<file path="src/rtl/fp_mul_sequencer.sv">
// fp_mul_sequencer: front-end for a shared floating-point multiplier core.
// Operand pairs are classified. Special cases (NaN, Inf, zero) are answered
// directly. All other pairs go to the core through a start/done handshake.
// Operand layout is {sign, exp, mantis}; W = 1 + EXP_SIZE + MANTIS_SIZE.
// Optional build macro: FP_SUBNORM_FLUSH_EN. When defined, subnormal operands
// are treated as signed zeros. When absent, they are sent to the core.

`ifndef EXP_SIZE
`define EXP_SIZE 8
`endif
`ifndef MANTIS_SIZE
`define MANTIS_SIZE 23
`endif

module fp_mul_sequencer #(
  parameter int EXP_SIZE    = `EXP_SIZE,
  parameter int MANTIS_SIZE = `MANTIS_SIZE
) (
  input  logic                          clk,
  input  logic                          rst_n,
  input  logic                          in_valid,
  output logic                          in_ready,
  input  logic [EXP_SIZE+MANTIS_SIZE:0] in_a,
  input  logic [EXP_SIZE+MANTIS_SIZE:0] in_b,
  output logic                          core_start,
  output logic [EXP_SIZE+MANTIS_SIZE:0] core_a,
  output logic [EXP_SIZE+MANTIS_SIZE:0] core_b,
  input  logic                          core_done,
  input  logic [EXP_SIZE+MANTIS_SIZE:0] core_result,
  output logic                          out_valid,
  input  logic                          out_ready,
  output logic [EXP_SIZE+MANTIS_SIZE:0] out_result,
  output logic                          out_special
);

  localparam int W = 1 + EXP_SIZE + MANTIS_SIZE;

  typedef enum logic [2:0] {
    FT_ZERO = 3'b000,
    FT_INF  = 3'b001,
    FT_SUB  = 3'b010,
    FT_NORM = 3'b011,
    FT_NAN  = 3'b100
  } ftype_t;

  typedef enum logic [1:0] {
    IDLE,
    CLASSIFY,
    WAIT_CORE,
    OUTPUT
  } state_t;

  function automatic ftype_t classify(input logic [W-1:0] v);
    logic [EXP_SIZE-1:0]    e;
    logic [MANTIS_SIZE-1:0] m;
    e = v[W-2:MANTIS_SIZE];
    m = v[MANTIS_SIZE-1:0];
    if (e == '0)      return (m == '0) ? FT_ZERO : FT_SUB;
    else if (e == '1) return (m == '0) ? FT_INF  : FT_NAN;
    else              return FT_NORM;
  endfunction

  state_t         state;
  ftype_t         ta, tb;
  logic           sgn;
  logic           byp_hit;
  logic [W-1:0]   byp_val;
  logic           byp_hit_q;
  logic [W-1:0]   byp_val_q;

  // Bypass decision computed from the operands as they are captured. The
  // result is registered with them, so core_start can be a registered pulse
  // during the CLASSIFY cycle.
  always_comb begin
    ta      = classify(in_a);
    tb      = classify(in_b);
`ifdef FP_SUBNORM_FLUSH_EN
    if (ta == FT_SUB) ta = FT_ZERO;
    if (tb == FT_SUB) tb = FT_ZERO;
`else
    if (ta == FT_SUB) ta = FT_NORM;
    if (tb == FT_SUB) tb = FT_NORM;
`endif
    sgn     = in_a[W-1] ^ in_b[W-1];
    byp_hit = 1'b1;
    byp_val = '0;
    if (ta == FT_NAN || tb == FT_NAN ||
        (ta == FT_INF && tb == FT_ZERO) || (ta == FT_ZERO && tb == FT_INF)) begin
      byp_val = {1'b0, {EXP_SIZE{1'b1}}, 1'b1, {(MANTIS_SIZE-1){1'b0}}};
    end else if (ta == FT_INF || tb == FT_INF) begin
      byp_val = {sgn, {EXP_SIZE{1'b1}}, {MANTIS_SIZE{1'b0}}};
    end else if (ta == FT_ZERO || tb == FT_ZERO) begin
      byp_val = {sgn, {(W-1){1'b0}}};
    end else begin
      byp_hit = 1'b0;
    end
  end

  // Sequencer FSM with registered handshake and datapath outputs.
  always_ff @(posedge clk or negedge rst_n) begin
    if (!rst_n) begin
      state       <= IDLE;
      in_ready    <= 1'b1;
      core_start  <= 1'b0;
      core_a      <= '0;
      core_b      <= '0;
      out_valid   <= 1'b0;
      out_result  <= '0;
      out_special <= 1'b0;
      byp_hit_q   <= 1'b0;
      byp_val_q   <= '0;
    end else begin
      case (state)
        IDLE: begin
          if (in_valid) begin
            core_a     <= in_a;
            core_b     <= in_b;
            byp_hit_q  <= byp_hit;
            byp_val_q  <= byp_val;
            core_start <= ~byp_hit;
            in_ready   <= 1'b0;
            state      <= CLASSIFY;
          end
        end
        CLASSIFY: begin
          core_start <= 1'b0;
          if (byp_hit_q) begin
            out_result  <= byp_val_q;
            out_special <= 1'b1;
            out_valid   <= 1'b1;
            state       <= OUTPUT;
          end else begin
            state <= WAIT_CORE;
          end
        end
        WAIT_CORE: begin
          if (core_done) begin
            out_result  <= core_result;
            out_special <= 1'b0;
            out_valid   <= 1'b1;
            state       <= OUTPUT;
          end
        end
        OUTPUT: begin
          if (out_ready) begin
            out_valid <= 1'b0;
            in_ready  <= 1'b1;
            state     <= IDLE;
          end
        end
        default: begin
          state      <= IDLE;
          in_ready   <= 1'b1;
          core_start <= 1'b0;
          out_valid  <= 1'b0;
        end
      endcase
    end
  end

endmodule

</file>
<file path="config.mk">
export PLATFORM = sky130hd
export DESIGN_NAME = fp_mul_sequencer
export DESIGN_NICKNAME = d
export VERILOG_FILES = /design/src/rtl/fp_mul_sequencer.sv
export SDC_FILE = /design/constraint.sdc
export NUM_CORES = 1
export LEC_CHECK = 0
export BUFFER_PORTS_ARGS = -buffer_cell sky130_fd_sc_hd__buf_2
export CAP_MARGIN = 40
export CORE_MARGIN = 10
export CORE_UTILIZATION = 39
export DETAILED_ROUTE_END_ITERATION = 7
export PLACE_DENSITY = 0.71
export SLEW_MARGIN = 20
export SYNTH_ARGS = -nofsm -noshare
export SYNTH_HDL_FRONTEND = slang
export SYNTH_SLANG_ARGS = --single-unit
</file>
<file path="constraint.sdc">
create_clock -name clk -period 2.23 [get_ports clk]
set_input_delay 0.446 -clock clk [delete_from_list [all_inputs] [get_ports clk]]
set_output_delay 0.446 -clock clk [all_outputs]
set_load 0.01 [all_outputs]
</file>
### Word level (Yosys, flattened, before mapping)

Cells that the tools add are included.

* register bits: 135
* input bits: 101
* output and inout port bits: 100
* word-level logic and storage cells: 86

* equality and inequality tests: 15
* mux-type cells: 35
* bitwise gates (word level): 2
* reduce and logical (&&, ||, !) cells: 24

Operators by type and width (number)
* two-way mux 32 bit: 5
* one-hot mux 32 bit (2 select lines): 1
* logical NOT 23 bit: 2
* two-way mux 3 bit: 8
* equality test 8 bit, second input constant: 2
* logical NOT 8 bit: 2
* two-way mux 1 bit: 11
* two-way mux 2 bit: 5
* AND reduction 3 bit: 3
* != test 2 bit, second input constant: 4
* one-hot mux 2 bit (4 select lines): 1
* equality test 3 x 1 -> 1 bit, second input constant: 2
* equality test 3 x 2 -> 1 bit, second input constant: 2
* equality test 3 bit, second input constant: 2
* logical NOT 3 bit: 2
* one-hot mux 1 bit (2 select lines): 3
* nonzero test 2 bit: 3
* logical OR 1 bit: 5
* equality test 2 bit, second input constant: 2
* AND reduction 2 bit: 2
* AND reduction 4 bit: 1
* one-hot mux 1 bit (3 select lines): 1
* nonzero test 3 bit: 1
* equality test 2 x 1 -> 1 bit, second input constant: 1
* 4 further kinds: 5

### Depth between registers and ports, before layout

Gate-level depths: netlist (run 1).

* depth in word-level cells: 14
* depth in mapped cells: 8

### Worst setup path before layout (run 1)

Ideal clock, no wire load.

* path type: reg2reg
* start point: register state[0]
* end point: register byp_hit_q
* arrival time: 1.508 ns
* data required time: 2.106 ns
* slack: 0.598 ns
* cell stages (with the launch flop): 8
* buffers on the path: 1
* cell sequence: dfrtp_1 > inv_1 > ha_1 > and2_1 > buf_4 > nand3_2 > or3_1 > a21boi_1

* longest elaborated chain between the ends: 2

Ends and longest elaborated chain
* start, declared: line 63 `state_t state;`
* start signal, assigned: line 102 `state <= IDLE;`
* start signal, assigned: line 122 `state <= CLASSIFY;`
* start signal, assigned: line 131 `state <= OUTPUT;`
* logical NOT 2 bit: line 113 `case (state)`
* AND reduction 2 bit (no source line)
* end signal, assigned: line 118 `byp_hit_q <= byp_hit;`
* end, declared: line 68 `logic byp_hit_q;`

Every way passes these cells.
A chain may end at the register's enable or synchronous reset.

### Worst setup path after layout (run 1)

* start point: register state[1]
* end point: register out_result[10]

* longest elaborated chain between the ends: 3
* elaborated cells between the ends (all ways): 7
* classes of those cells: 4 x eq/ne; 1 x mux; 2 x reduce/logical

Ends and longest elaborated chain
* equality test 2 x 1 -> 1 bit / equality test 2 bit (equally long branches): line 113
* != test 2 bit (no source line) / nonzero test 2 bit (equally long branches)
* AND reduction 3 bit (no source line)
* end signal, assigned: line 128 `out_result <= byp_val_q;`
* end signal, assigned: line 138 `out_result <= core_result;`
* end, declared: line 32 `output logic [EXP_SIZE+MANTIS_SIZE:0] out_result,`

Parallel ways exist; a longest one is shown, timed or not.

==> flow_results.xml, run 1 <==
<?xml version="1.0" encoding="UTF-8"?>
<metrics>
  <group name="worst_setup_path">
    <metric name="worst_ep_required_time" unit="ps">2550</metric>
    <metric name="timing.critical_path.from_type" unit="">flip-flop</metric>
    <metric name="crit_arrival" unit="ps">2190</metric>
    <metric name="rrSetupSlack" unit="ps">360</metric>
    <metric name="end_kind" unit="">flip-flop</metric>
    <metric name="crit_type" unit="">reg2reg</metric>
    <metric name="critical_path.max_fanout" unit="">22</metric>
  </group>
  <group name="logic_synthesis">
    <metric name="synth_edf_count" unit="">0</metric>
    <metric name="synth_area_leaders" unit="">sky130_fd_sc_hd__dfrtp_1 (61%), sky130_fd_sc_hd__nand2_1 (18%), sky130_fd_sc_hd__a22o_1 (4.9%)</metric>
    <metric name="seq_area_frac_synth" unit="%">61.3</metric>
    <metric name="dominantRegCellSynth" unit="">sky130_fd_sc_hd__dfrtp_1</metric>
    <metric name="syn_avg_cell_area" unit="sq um">9.54</metric>
    <metric name="synth.top_cell.area_share" unit="%">60.7</metric>
    <metric name="async_flop_share" unit="%">100</metric>
    <metric name="synth_most_common_cell" unit="">sky130_fd_sc_hd__nand2_1</metric>
    <metric name="syn_area" unit="sq mm">0.00433</metric>
    <metric name="yosys_register_bits" unit="">106</metric>
    <metric name="ys.warnings.count" unit="">0</metric>
    <metric name="synth.cells.most_frequent" unit="">sky130_fd_sc_hd__nand2_1 (212), sky130_fd_sc_hd__dfrtp_1 (105), sky130_fd_sc_hd__a22o_1 (24)</metric>
    <metric name="synth_cell_type_count" unit="">38</metric>
    <metric name="synthesis.instances" unit="">454</metric>
    <metric name="syn_nets" unit="">559</metric>
    <metric name="synth_top_cell_by_area" unit="">sky130_fd_sc_hd__dfrtp_1</metric>
  </group>
  <group name="placed_design">
    <metric name="hpwl_dp" unit="um">10100</metric>
    <metric name="post_dp_area" unit="sq mm">0.00549</metric>
    <metric name="worst_case_setup_slack_after_placement" unit="ps">387</metric>
    <metric name="place.port_buffers" unit="">200</metric>
    <metric name="gpl.final_weighted_congestion" unit="">0.867</metric>
  </group>
  <group name="pwr">
    <metric name="vdd.ir_drop.worst" unit="V">0.000681</metric>
    <metric name="static-leakage-power" unit="nW">3.18</metric>
    <metric name="p_per_area" unit="mW/mm^2">1360</metric>
  </group>
  <group name="cts">
    <metric name="cts.repair_timing.setup_buffer_count" unit="">0</metric>
    <metric name="tritoncts_clock_tree" unit="">done</metric>
    <metric name="insertion_delay" unit="ps">380</metric>
    <metric name="clkTransAtPathRegs" unit="ps">90</metric>
    <metric name="cts-htree-levels" unit="">3</metric>
    <metric name="tritoncts_buffer_count" unit="">9</metric>
    <metric name="clockRootBuffer" unit="">sky130_fd_sc_hd__clkbuf_8</metric>
    <metric name="cts.sinks" unit="">106</metric>
    <metric name="clockBufferDepth" unit="">2</metric>
  </group>
  <group name="layout">
    <metric name="antenna-diode-count" unit="">0</metric>
    <metric name="multiInputGateArea" unit="sq mm">0.00156</metric>
    <metric name="synthToLayoutAreaGrowth" unit="%">32.1</metric>
    <metric name="seqCellArea" unit="sq mm">0.00265</metric>
    <metric name="fillerInstances" unit="">1002</metric>
    <metric name="ratio_of_cells_with_drive_above_1_in_the_final_layout" unit="%">35.4</metric>
    <metric name="postLayoutCellArea" unit="sq mm">0.00572</metric>
    <metric name="nNetsFinal" unit="">755</metric>
  </group>
  <group name="global_routing">
    <metric name="first_global_vias" unit="">4056</metric>
    <metric name="grt_max_degree" unit="">68</metric>
    <metric name="grt_pass1_wl" unit="um">21100</metric>
    <metric name="overflow_after_grt" unit="">0</metric>
    <metric name="track_usage" unit="%">16.4</metric>
    <metric name="number_of_antenna_violations_at_the_first_check_in_global_routing" unit="">0</metric>
  </group>
  <group name="floorplan">
    <metric name="die_width" unit="um">125</metric>
    <metric name="row_count" unit="">38</metric>
    <metric name="placeableCoreArea" unit="sq mm">0.0108</metric>
    <metric name="chipHeight" unit="um">125</metric>
    <metric name="starting_density_of_the_core" unit="%">39.9</metric>
    <metric name="die-area" unit="sq mm">0.0157</metric>
    <metric name="number_of_placed_i_o_pins" unit="">201</metric>
  </group>
  <group name="timing">
    <metric name="clock-skew-final" unit="ps">9.25</metric>
    <metric name="final_critical_path_setup_slack" unit="ps">360</metric>
    <metric name="grt_setup_unrepaired" unit="">false</metric>
    <metric name="max-slew-margin-rel" unit="%">45.8</metric>
    <metric name="fin_crit" unit="ps">1870</metric>
    <metric name="final_slew_violations" unit="">0</metric>
    <metric name="post_route_setup_tns" unit="ps">0</metric>
    <metric name="max_slew.worst_pin.slew" unit="ps">813</metric>
    <metric name="setup_viol" unit="">0</metric>
    <metric name="timing.final.crit_share" unit="%">83.9</metric>
    <metric name="fmaxAchievable" unit="GHz">0.535</metric>
    <metric name="final_hold_viol_count" unit="">0</metric>
  </group>
  <group name="run_status">
    <metric name="status" unit="">finished, final reports clean</metric>
  </group>
  <group name="route">
    <metric name="drcViolationCount" unit="">0</metric>
    <metric name="drtPass1Iterations" unit="">4</metric>
    <metric name="drt-vias-per-instance" unit="">4.93</metric>
    <metric name="detailroute.via_count" unit="">3916</metric>
    <metric name="drt_wl_total" unit="um">13100</metric>
    <metric name="drt.antenna.violating_nets" unit="">0</metric>
    <metric name="drt_first_iter_violations" unit="">282</metric>
    <metric name="wl_per_cell" unit="um">16.4</metric>
  </group>
  <group name="worst_hold_path">
    <metric name="hold_class" unit="">in2reg</metric>
  </group>
  <group name="flow_run">
    <metric name="drv_cap" unit="">0</metric>
  </group>
</metrics>
[where the power goes]
group / internal, mW / switching (mW)
combinational: 1.31 / 1.98
sequential: 2.76 / 0.432
clock: 0.660 / 0.641
[layer usage]
layer	global-route usage, %	share of wire, %
met5	0	0
met4	6.23	2.3
met3	6.55	8.4
met2	25.5	46
met1	20.0	43
[layout make-up]
type | count | area share, %
sequential | 106 | 46.4
clock inverter | 5 | 1.36
tap | 140 | 3.06
timing repair buffer | 208 | 19.1
clock buffer | 11 | 2.47
multi-input combinational | 319 | 27.2
inverter | 6 | 0.394
[metrics by stage]
step           power [mW]  hold WS [ps]  cells  utilization [%]
2_1_floorplan        5.11           150    454                -
3_3_place_gp         6.42           394    778             50.6
3_5_place_dp         6.57           396    778             50.6
4_1_cts              7.90           238    795             52.8
5_1_grt              8.43           245    795             52.8
6_report             7.78           272    795             52.8
[logic make-up after synthesis]
| kind of cell | after synthesis | synth area share, % |
|---|---|---|
| multiplexers | 4 | 0.953 |
| AND/OR/NAND/NOR | 248 | 23.5 |
| flip-flops | 106 | 61.3 |
| AO/OA/AOI/OAI | 62 | 10.1 |
| adder cells (fa/ha/maj) | 4 | 1.16 |
| buffers and inverters | 29 | 2.83 |
| XOR/XNOR | 1 | 0.202 |
[final timing paths]
| path | startpoint | end | depth (start not counted) |
|---|---|---|---|
| worst min-delay path | in_a[5] | core_a[5]$_DFFE_PN0P_ | 3 |
| max in group asynchronous | rst_n | in_ready$_DFFE_PN1P_ | 3 |
| min in group asynchronous | rst_n | out_result[18]$_DFFE_PN0P_ | 2 |
| worst max register to register | state[1]$_DFFE_PN0P_ | out_result[10]$_DFFE_PN0P_ | 5 |
| worst min register to register | core_a[6]$_DFFE_PN0P_ | core_a[6]$_DFFE_PN0P_ | 2 |
| worst max-delay path | state[1]$_DFFE_PN0P_ | out_result[10]$_DFFE_PN0P_ | 5 |
[critical path: stages, from the launching register on]
cell and delay [ps]:
sky130_fd_sc_hd__dfrtp_1 420, sky130_fd_sc_hd__inv_1 80, sky130_fd_sc_hd__ha_1 250, sky130_fd_sc_hd__nand2_1 120, sky130_fd_sc_hd__and3_1 700, sky130_fd_sc_hd__a22o_1 240
[state kept, by name, summed over array words and instances (netlist names)]
name,cells
byp_hit_q,1
byp_val_q,3
core_a,32
core_b,32
core_start,1
in_ready,1
out_result,32
out_special,1
out_valid,1
state,2
[cell usage in the layout, fill, tap and decap left out, types with 2 or more instances in the layout]
cell and count:
sky130_fd_sc_hd__nand2_1 211, sky130_fd_sc_hd__buf_2 199, sky130_fd_sc_hd__dfrtp_1 105, sky130_fd_sc_hd__a22o_1 24, sky130_fd_sc_hd__o21ai_0 14, sky130_fd_sc_hd__nor4_1 14, sky130_fd_sc_hd__a21oi_1 12, sky130_fd_sc_hd__clkbuf_8 10
sky130_fd_sc_hd__inv_1 6, sky130_fd_sc_hd__nand4_1 6, sky130_fd_sc_hd__buf_4 6, sky130_fd_sc_hd__nor3_1 4, sky130_fd_sc_hd__ha_1 4, sky130_fd_sc_hd__mux2i_1 3, sky130_fd_sc_hd__and3_1 2, sky130_fd_sc_hd__o31ai_1 2
sky130_fd_sc_hd__o22ai_1 2, sky130_fd_sc_hd__nor2_2 2, sky130_fd_sc_hd__clkinv_2 2, sky130_fd_sc_hd__bufinv_16 2, sky130_fd_sc_hd__buf_12 2
[what timing repair did]
action | in CTS | in global routing
resized for setup | 0 | 0
hold buffers | 1 | 0
endpoints found under the hold margin | 28 | 0
Power figures use the tool's default switching activity.
==> inputs of run 2 (changes only) <==
Settings changed: ABC_AREA from default to 1, PLACE_DENSITY 0.71 to 0.7.
Clock period 2.23 ns to 1.82 ns, I/O delays scaled along.
==> flow_results.xml, run 2 <==
<?xml version="1.0" encoding="UTF-8"?>
<metrics>
  <group name="run_status">
    <metric name="status" unit="">finished, final reports clean</metric>
  </group>
  <group name="timing">
    <metric name="final_slew_violations" unit="">0</metric>
    <metric name="fin_crit" unit="ps">1730</metric>
    <metric name="max_slew.worst_pin.slew" unit="ps">446</metric>
    <metric name="final_critical_path_setup_slack" unit="ps">87.3</metric>
    <metric name="fmaxAchievable" unit="GHz">0.577</metric>
    <metric name="max-slew-margin-rel" unit="%">70.2</metric>
    <metric name="grt_setup_unrepaired" unit="">false</metric>
    <metric name="final_hold_viol_count" unit="">0</metric>
    <metric name="clock-skew-final" unit="ps">5.94</metric>
    <metric name="setup_viol" unit="">0</metric>
    <metric name="timing.final.crit_share" unit="%">95.2</metric>
  </group>
  <group name="route">
    <metric name="wl_per_cell" unit="um">15.3</metric>
    <metric name="drt-vias-per-instance" unit="">4.79</metric>
    <metric name="detailroute.via_count" unit="">4311</metric>
    <metric name="drt_first_iter_violations" unit="">226</metric>
    <metric name="drcViolationCount" unit="">0</metric>
    <metric name="drt.antenna.violating_nets" unit="">0</metric>
    <metric name="drtPass1Iterations" unit="">5</metric>
    <metric name="drt_wl_total" unit="um">13800</metric>
  </group>
  <group name="placed_design">
    <metric name="place.port_buffers" unit="">200</metric>
    <metric name="worst_case_setup_slack_after_placement" unit="ps">-155</metric>
    <metric name="placed_cells_incl_taps" unit="">879</metric>
    <metric name="hpwl_dp" unit="um">10600</metric>
    <metric name="gpl.final_weighted_congestion" unit="">0.837</metric>
  </group>
  <group name="worst_setup_path">
    <metric name="cp_slowest_stage_delay" unit="ps">410</metric>
    <metric name="end_kind" unit="">flip-flop</metric>
    <metric name="crit_path_cells" unit="">inv_1 -&gt; ha_1 -&gt; inv_4 -&gt; or2_4 -&gt; nand2_4 -&gt; clkinvlp_4 -&gt; buf_4 -&gt; nand3_1 -&gt; nand2_1</metric>
    <metric name="slowest_stage" unit="">sky130_fd_sc_hd__dfrtp_1</metric>
    <metric name="worst_ep_required_time" unit="ps">2060</metric>
    <metric name="crit_arrival" unit="ps">1970</metric>
    <metric name="cp.buffers_inverters" unit="">4</metric>
    <metric name="timing.critical_path.from_type" unit="">flip-flop</metric>
    <metric name="critPathTopFamily" unit="">buffers and inverters</metric>
    <metric name="crit_type" unit="">reg2reg</metric>
    <metric name="critical_path.max_fanout" unit="">8</metric>
  </group>
  <group name="floorplan">
    <metric name="die_width" unit="um">128</metric>
    <metric name="chipHeight" unit="um">128</metric>
    <metric name="row_count" unit="">39</metric>
    <metric name="placeableCoreArea" unit="sq mm">0.0115</metric>
    <metric name="die-area" unit="sq mm">0.0165</metric>
    <metric name="number_of_placed_i_o_pins" unit="">201</metric>
    <metric name="starting_density_of_the_core" unit="%">40.0</metric>
  </group>
  <group name="cts">
    <metric name="clockRootBuffer" unit="">sky130_fd_sc_hd__clkbuf_16</metric>
    <metric name="cts.sinks" unit="">106</metric>
    <metric name="tritoncts_buffer_count" unit="">9</metric>
    <metric name="insertion_delay" unit="ps">350</metric>
    <metric name="clkTransAtPathRegs" unit="ps">70</metric>
    <metric name="tritoncts_clock_tree" unit="">done</metric>
    <metric name="cts-htree-levels" unit="">3</metric>
    <metric name="clockBufferDepth" unit="">2</metric>
  </group>
  <group name="logic_synthesis">
    <metric name="synth_edf_count" unit="">0</metric>
    <metric name="syn_area" unit="sq mm">0.00459</metric>
    <metric name="synth-xor-area-share" unit="%">0.191</metric>
    <metric name="synth-simple-area-share" unit="%">30.5</metric>
    <metric name="synth_top_cell_by_area" unit="">sky130_fd_sc_hd__dfrtp_1</metric>
    <metric name="synthesis.instances" unit="">548</metric>
    <metric name="seq_area_frac_synth" unit="%">57.8</metric>
    <metric name="dominantRegCellSynth" unit="">sky130_fd_sc_hd__dfrtp_1</metric>
    <metric name="post_synthesis_adder_cell_area_fraction" unit="%">1.09</metric>
    <metric name="synth_area_leaders" unit="">sky130_fd_sc_hd__dfrtp_1 (57%), sky130_fd_sc_hd__nand2_1 (20%), sky130_fd_sc_hd__nor2_1 (3.9%)</metric>
    <metric name="synth_most_common_cell" unit="">sky130_fd_sc_hd__nand2_1</metric>
    <metric name="yosys_register_bits" unit="">106</metric>
    <metric name="combinational_family_with_the_most_area_after_synthesis" unit="">simple AND/OR/NAND/NOR gates</metric>
    <metric name="syn_nets" unit="">653</metric>
    <metric name="synth.top_cell.area_share" unit="%">57.3</metric>
    <metric name="synth_compound_gate_area_share" unit="%">4.75</metric>
    <metric name="async_flop_share" unit="%">100</metric>
    <metric name="ys.warnings.count" unit="">0</metric>
    <metric name="synth.cells.most_frequent" unit="">sky130_fd_sc_hd__nand2_1 (250), sky130_fd_sc_hd__dfrtp_1 (105), sky130_fd_sc_hd__nor2_1 (48)</metric>
    <metric name="syn_avg_cell_area" unit="sq um">8.37</metric>
    <metric name="synth_cell_type_count" unit="">29</metric>
    <metric name="post_synth_mux_area_share" unit="%">0</metric>
  </group>
  <group name="pwr">
    <metric name="static-leakage-power" unit="nW">3.43</metric>
    <metric name="total_switching_power" unit="mW">4.28</metric>
    <metric name="vdd.ir_drop.worst" unit="V">0.00104</metric>
    <metric name="design_power_total" unit="mW">10.6</metric>
    <metric name="power.internal" unit="mW">6.37</metric>
    <metric name="power_frac_clock" unit="%">18.7</metric>
    <metric name="share_comb_of_total_power" unit="%">43.3</metric>
    <metric name="switching_share" unit="%">40.1</metric>
    <metric name="p_per_area" unit="mW/mm^2">1740</metric>
    <metric name="p_seq_share" unit="%">38.0</metric>
  </group>
  <group name="global_routing">
    <metric name="grt_pass1_wl" unit="um">21700</metric>
    <metric name="track_usage" unit="%">16.2</metric>
    <metric name="number_of_antenna_violations_at_the_first_check_in_global_routing" unit="">0</metric>
    <metric name="first_global_vias" unit="">4333</metric>
    <metric name="overflow_after_grt" unit="">0</metric>
    <metric name="grt_max_degree" unit="">64</metric>
  </group>
  <group name="worst_hold_path">
    <metric name="hold_class" unit="">in2reg</metric>
  </group>
  <group name="layout">
    <metric name="antenna-diode-count" unit="">0</metric>
    <metric name="finish.cell_count_without_fillers" unit="">900</metric>
    <metric name="most-common-layout-cells" unit="">sky130_fd_sc_hd__nand2_1 (249), sky130_fd_sc_hd__buf_2 (199), sky130_fd_sc_hd__dfrtp_1 (105)</metric>
    <metric name="reg_top3" unit="">core_a x32, core_b x32, out_result x32</metric>
    <metric name="ratio_of_cells_with_drive_above_1_in_the_final_layout" unit="%">33.0</metric>
    <metric name="synthToLayoutAreaGrowth" unit="%">33.1</metric>
    <metric name="fillerInstances" unit="">1116</metric>
    <metric name="layout_commonest_cell" unit="">sky130_fd_sc_hd__nand2_1</metric>
    <metric name="nNetsFinal" unit="">857</metric>
    <metric name="post-route-util" unit="%">53.3</metric>
  </group>
  <group name="flow_run">
    <metric name="drv_cap" unit="">0</metric>
  </group>
</metrics>
-- run 2: changes by cell type in the layout (fill, tap and decap cells not counted), moves of 3 or more --
cell,change
sky130_fd_sc_hd__clkbuf_16,+9
sky130_fd_sc_hd__inv_1,+20
sky130_fd_sc_hd__a22o_1,-24
sky130_fd_sc_hd__clkbuf_8,-9
sky130_fd_sc_hd__a21oi_1,-8
sky130_fd_sc_hd__buf_4,+6
sky130_fd_sc_hd__nor4_1,-14
sky130_fd_sc_hd__mux2i_1,-3
sky130_fd_sc_hd__nor2_1,+47
sky130_fd_sc_hd__a31oi_1,+10
sky130_fd_sc_hd__nand2_1,+38
sky130_fd_sc_hd__o21ai_0,+6
sky130_fd_sc_hd__nand3_1,+27
-- run 2: layout make-up --
class                   count  area (sq um)  share of cell area, %
clock buffers              10           239                   3.91
clock inverters             6          65.1                   1.07
inverters                  30           121                   1.99
multi-input cells         389          1690                   27.6
flip-flops and latches    106          2650                   43.5
well taps                 143           179                   2.93
repair buffers            215          1160                   18.9
repair inverters            1          7.51                  0.123
-- run 2: per-layer routing --
metal	routed length (um)	global-route usage, %
met1	5510	19.2
met2	6610	26.2
met3	1400	5.71
met4	262	6.69
met5	0	0
-- run 2: logic make-up after synthesis --
logic type | Yosys count
AND/OR/NAND/NOR | 346
flip-flops | 106
buffers and inverters | 53
AO/OA/AOI/OAI | 38
adder cells (fa/ha/maj) | 4
XOR/XNOR | 1
-- run 2: path summary, 6_finish.rpt --
check | from | endpoint | cells past startpoint | slack (ps)
setup / recovery | state[0]$_DFFE_PN0P_ | out_result[17]$_DFFE_PN0P_ | 9 | 90
hold / removal | in_b[6] | core_b[6]$_DFFE_PN0P_ | 3 | 220
setup reg to reg | state[0]$_DFFE_PN0P_ | out_result[17]$_DFFE_PN0P_ | 9 | 90
hold reg to reg | out_result[15]$_DFFE_PN0P_ | out_result[15]$_DFFE_PN0P_ | 2 | 470
max in group asynchronous | rst_n | core_a[10]$_DFFE_PN0P_ | 3 | 680
min in group asynchronous | rst_n | out_result[9]$_DFFE_PN0P_ | 2 | 500
-- run 2: worst min-delay path, stage by stage --
cell and delay [ps]:
sky130_fd_sc_hd__buf_2 90, sky130_fd_sc_hd__nand2_1 50, sky130_fd_sc_hd__nand2_1 40
-- run 2: stage by stage --
stage	hold WS, ps	area [sq um]	TNS, ps
6_report	220	6110	0
5_1_grt	212	6110	0
4_1_cts	210	6090	0
3_5_place_dp	347	5750	-167
3_3_place_gp	337	5750	-91.8
2_1_floorplan	68.4	4590	0
-- run 2: power by group through the flow --
| stage | Clock (mW) | Combinational (mW) | Sequential (mW) |
|---|---|---|---|
| after floorplan | 0 | 2.27 | 4.53 |
| after global placement | 0 | 4.46 | 4.02 |
| after detailed placement | 0 | 4.59 | 4.06 |
| after CTS | 2.05 | 4.67 | 4.05 |
| after global routing | 2.15 | 5.17 | 4.18 |
| final | 1.99 | 4.61 | 4.05 |
-- run 2: timing repair --
item / 4_1_cts / 5_1_grt
setup endpoints to repair: 9 / 23
pin swaps: 0 / 0
endpoints found under the hold margin: 29 / 0
buffers inserted: 2 / 1
gates cloned: 1 / 0
gates resized for setup: 2 / 1
hold buffers: 1 / 0
